File: src/rtl/rat_pkg.sv
// rat_pkg: shared widths and the program-address type for the return-address stack.
package rat_pkg;
   localparam int PC_W = 10;
   localparam int RSTACK_DEPTH = 16;
   typedef logic [PC_W-1:0] pc_addr_t;
endpackage

File: src/rtl/rstack_regfile.sv
// rstack_regfile: DEPTH x ADDR_W return-address array, one synchronous write port,
// one asynchronous read port, cleared asynchronously on rst.
module rstack_regfile
   import rat_pkg::*;
#(
   parameter int ADDR_W = PC_W,
   parameter int DEPTH  = RSTACK_DEPTH
) (
   input  logic                     clk,
   input  logic                     rst,
   input  logic                     we,
   input  logic [$clog2(DEPTH)-1:0] waddr,
   input  logic [ADDR_W-1:0]        wdata,
   input  logic [$clog2(DEPTH)-1:0] raddr,
   output logic [ADDR_W-1:0]        rdata
);
   logic [ADDR_W-1:0] mem_q [DEPTH];
   logic [ADDR_W-1:0] mem_d [DEPTH];
   always_comb begin
      mem_d = mem_q;
      if (we) mem_d[waddr] = wdata;
   end
   always_ff @(posedge clk or posedge rst)
      if (rst) mem_q <= '{default: '0};
      else mem_q <= mem_d;
   assign rdata = mem_q[raddr];
endmodule

File: src/rtl/pc_return_stack.sv
// pc_return_stack: return-address stack feeding the PC mux; top of stack is combinational.
// Define RSTACK_WRAP_EN to make a push while full overwrite the oldest entry (circular buffer).
module pc_return_stack
   import rat_pkg::*;
#(
   parameter int ADDR_W = PC_W,
   parameter int DEPTH  = RSTACK_DEPTH
) (
   input  logic                       clk,
   input  logic                       rst,
   input  logic                       push,
   input  logic                       pop,
   input  logic [ADDR_W-1:0]          push_addr,
   input  logic                       clr_err,
   output logic [ADDR_W-1:0]          ret_addr,
   output logic [$clog2(DEPTH+1)-1:0] depth,
   output logic                       empty,
   output logic                       full,
   output logic                       ovf,
   output logic                       unf
);
   localparam int AW = $clog2(DEPTH);
   localparam int DW = $clog2(DEPTH+1);
   logic [DW-1:0] depth_q, depth_d;
   logic ovf_q, ovf_d, unf_q, unf_d;
   logic [AW-1:0] bot, waddr, raddr;
   logic [ADDR_W-1:0] rdata;
   logic is_empty, is_full, repl, full_push, inc, dec, we;
   assign is_empty = depth_q == '0;
   assign is_full  = depth_q == DW'(DEPTH);
   // Entries live at bot .. bot+depth-1 (mod DEPTH); bot is fixed at 0 unless wrapping.
   always_comb begin
      repl      = push && pop && !is_empty;
      full_push = push && !pop && is_full;
      inc       = push && !is_full && !repl;
      dec       = pop && !push && !is_empty;
`ifdef RSTACK_WRAP_EN
      we        = push;
`else
      we        = push && !full_push;
`endif
      waddr     = bot + depth_q[AW-1:0] - AW'(repl);
      raddr     = bot + depth_q[AW-1:0] - AW'(1);
      depth_d   = inc ? depth_q + DW'(1) : dec ? depth_q - DW'(1) : depth_q;
      ovf_d     = full_push || (ovf_q && !clr_err);
      unf_d     = (pop && is_empty) || (unf_q && !clr_err);
   end
`ifdef RSTACK_WRAP_EN
   logic [AW-1:0] bot_q, bot_d;
   assign bot_d = bot_q + AW'(full_push);
   always_ff @(posedge clk or posedge rst)
      if (rst) bot_q <= '0;
      else bot_q <= bot_d;
   assign bot = bot_q;
`else
   assign bot = '0;
`endif
   always_ff @(posedge clk or posedge rst)
      if (rst) begin
         depth_q <= '0;
         ovf_q   <= 1'b0;
         unf_q   <= 1'b0;
      end else begin
         depth_q <= depth_d;
         ovf_q   <= ovf_d;
         unf_q   <= unf_d;
      end
   rstack_regfile #(.ADDR_W(ADDR_W), .DEPTH(DEPTH)) u_regfile (
      .clk(clk), .rst(rst), .we(we), .waddr(waddr), .wdata(push_addr),
      .raddr(raddr), .rdata(rdata)
   );
   assign ret_addr = is_empty ? '0 : rdata;
   assign depth    = depth_q;
   assign empty    = is_empty;
   assign full     = is_full;
   assign ovf      = ovf_q;
   assign unf      = unf_q;
endmodule

File: config.mk
export PLATFORM = sky130hd
export DESIGN_NAME = pc_return_stack
export DESIGN_NICKNAME = d
export VERILOG_FILES = /design/src/rtl/rat_pkg.sv /design/src/rtl/rstack_regfile.sv /design/src/rtl/pc_return_stack.sv
export SDC_FILE = /design/constraint.sdc
export NUM_CORES = 1
export LEC_CHECK = 0
export BUFFER_PORTS_ARGS = -buffer_cell sky130_fd_sc_hd__buf_2
export CORE_UTILIZATION = 45
export DETAILED_ROUTE_END_ITERATION = 8
export SLEW_MARGIN = 20
export SYNTH_ARGS = -nofsm -noshare
export SYNTH_HDL_FRONTEND = slang
export SYNTH_SLANG_ARGS = --single-unit
export TNS_END_PERCENT = 5
File: constraint.sdc
create_clock -name clk -period 14.3 [get_ports clk]
set_input_delay 2.145 -clock clk [delete_from_list [all_inputs] [get_ports clk]]
set_output_delay 2.145 -clock clk [all_outputs]
set_load 0.03 [all_outputs]
==> impl_metrics.env <==
export IMPL_p_leak_nw=4.103
export IMPL_reg2reg_to="u_regfile.mem_q[3]"
export IMPL_endpoint="ret_addr[8]"
export IMPL_h_tree_depth=4
export IMPL_syn_to_final_growth_pct=12.86
export IMPL_timing_rr_start="depth[1]"
export IMPL_power_w=0.002563
export IMPL_clk_latency_ns=0.42
export IMPL_synth_top_family_by_area="multiplexers"
export IMPL_grt_max_degree=92
export IMPL_clkTransAtPathRegs_ns=0.06
export IMPL_ys_seq_elements=167
export IMPL_fin_skew_ns=0.007894
export IMPL_numCtsBuffers=17
export IMPL_pin_count=34
export IMPL_setup_viol=0
export IMPL_grtUsageMet3_pct=3.444
export IMPL_cp_startpoint="depth[0]"
export IMPL_cts_tree="done"
export IMPL_synthCells=514
export IMPL_vias=4501
export IMPL_vias_per_cell=5.748
export IMPL_synth_yosys_seq_area_share_pct=51.20
export IMPL_synth_avg_cell_area_sq_um=15.88
export IMPL_vdd_drop_max_mv=0.1692
export IMPL_synth_adder_area_share_pct=1.318
export IMPL_dieArea_sq_um=18680
export IMPL_synthXorXnorAreaFrac_pct=0.4293
export IMPL_drive_gt1_share_pct=53.76
export IMPL_synthArstFlopShare_pct=100.0
export IMPL_synth_edff_count=0
export IMPL_antenna_cells=0
export IMPL_synth_compound_area_share_pct=3.081
export IMPL_muxShareOfSynthArea_pct=36.88
export IMPL_cts_num_sinks=167
export IMPL_gr_usage_met2_pct=33.31
export IMPL_gp_congestion=0.7843
export IMPL_ant_nets=0
export IMPL_holdBufCountCts=0
export IMPL_crit_path_end_kind="output pin"
export IMPL_first_pass_iters=4
export IMPL_worst_pin_slew_ns=1.024
export IMPL_gr_max_usage_layer="met2"
export IMPL_rsz0062_at_grt="false"
export IMPL_placement_io_buffers=33
export IMPL_powerDensity_nw_per_um2=278.3
export IMPL_antenna_found_initial=0
export IMPL_wire_per_inst_microns=22.47
export IMPL_grt_ovfl_total=0
export IMPL_crit_arrival_ns=3.11
export IMPL_post_cts_resized=0
export IMPL_startpoint_type="register"
export IMPL_drtIter0Drc=176
export IMPL_crit_type="reg -> out"
export IMPL_synth_nets=537
export IMPL_core_sq_um=17480
export IMPL_slew_headroom_pct=31.75
export IMPL_period_needed_ns=5.255
export IMPL_status="finished clean"
export IMPL_die_x_microns=136.7
export IMPL_max_freq_mhz=190.3
export IMPL_cts_setup_buffers=0
export IMPL_syn_cell_area_sq_um=8162
export IMPL_nets=568
export IMPL_use_met1_pct=28.83
export IMPL_finalHoldViolCount=0
export IMPL_rrSetupSlack_ns=10.73
export IMPL_min_period_over_period_pct=36.75
export IMPL_critPathRequiredTime_ns=12.15
export IMPL_layout_commonest_cell="dfrtp_1"
export IMPL_grt_pass1_vias=4863
export IMPL_track_usage_pct=20.83
export IMPL_tns_ns=0
export IMPL_drc=0
export IMPL_place_hpwl_mm=10.86
export IMPL_cts_root_buffer="clkbuf_16"
export IMPL_maxSlewViolCount=0
export IMPL_reg2regPathDepth=12
export IMPL_cap_violations=0
export IMPL_final_cell_mix="dfrtp_1 (166), mux2_2 (139), mux4_2 (40), buf_2 (33), mux2i_1 (21)"
export IMPL_clock_path_buffers=2
export IMPL_grt_pass1_wl_mm=28.10
export IMPL_die_h_microns=136.7
export IMPL_drt_wl_total_mm=17.59
export IMPL_worst_path_max_fanout=45
export IMPL_initial_core_util_pct=46.70
export IMPL_synthFlopType="dfrtp_1"
export IMPL_synthSimpleGateAreaFrac_pct=5.396
export IMPL_hold_class="reg -> reg"
export IMPL_ys_warn_count=0
export IMPL_rows=48
export IMPL_synth_cell_type_count=51
## power by group
group	internal [W]	switching, W
sequential	0.000701	0.000129
clock	0.000294	0.000187
combinational	0.000622	0.000629
## cells by family (layout without fill, tap and decap cells)
kind of cell,count (synthesis),in the layout
buffers and inverters,32,76
xor gates and xnor gates,4,4
adders and majority gates,8,8
AOI/OAI and AO/OA,30,30
DFF,167,167
and+or+nand+nor,50,50
muxes,223,223
## state kept, by name (all words and copies together) (netlist names)
register and cells:
u_regfile.mem_q 160, depth 5, ovf 1, unf 1
## metal layers
metal,part of all wire [%],up-vias
li1,-,2008
met1,47,2402
met2,49,72
met3,2.9,19
met4,1.6,0
met5,0,-
## worst min-delay path by stage
stage                             start                   to  cells past startpoint
floorplan           u_regfile.mem_q[39]  u_regfile.mem_q[39]                      1
global placement    u_regfile.mem_q[14]  u_regfile.mem_q[14]                      1
detailed placement  u_regfile.mem_q[14]  u_regfile.mem_q[14]                      1
CTS                 u_regfile.mem_q[14]  u_regfile.mem_q[14]                      1
global route        u_regfile.mem_q[62]  u_regfile.mem_q[62]                      1
finish              u_regfile.mem_q[19]  u_regfile.mem_q[19]                      1
## layout make-up
cell class	instances	area, sq um
Fill cell	1392	8265
Sequential cell	167	4180
Multi-Input combinational cell	315	3876
Clock buffer	22	484.2
Tap cell	225	281.5
Timing Repair Buffer	36	211.5
Clock inverter	10	142.6
Inverter	8	35.03
## worst max-delay path: stages (launching register included)
cell     delay, ns
dfrtp_2       0.36
buf_4         0.70
or3_1         0.26
nor3_1        0.06
a21oi_1       0.80
o22ai_1       0.25
buf_2         0.25
## cell usage after synthesis (all sizes together) (3+ instances only)
master | number | area share (%)
buf | 9 | 0.63
mux4 | 40 | 11
nor3 | 3 | 0.18
clkbuf | 15 | 0.69
nand3 | 4 | 0.37
mux2 | 162 | 23
a21oi | 7 | 0.52
xor2 | 3 | 0.32
o22ai | 12 | 1.1
nor2 | 13 | 1.8
mux2i | 21 | 2.6
dfrtp | 167 | 51
inv | 8 | 0.37
nand2 | 12 | 1.2
nand2b | 3 | 0.32
ha | 7 | 1.1
## through the flow
stage                     cell area, sq um  setup slack, ns  util [%]  instances  hold WS [ns]
after detailed placement              8543            9.251     48.88        750        0.4802
after global routing                  9211            8.779     52.71        783        0.5145
final                                 9211            9.045     52.71        783        0.4906
after CTS                             9170            8.780     52.47        782        0.4942
after floorplan                       8162            7.637         -        514        0.4526
after global placement                8543            9.311     48.88        750        0.4648
Power figures use the tool's default switching activity.
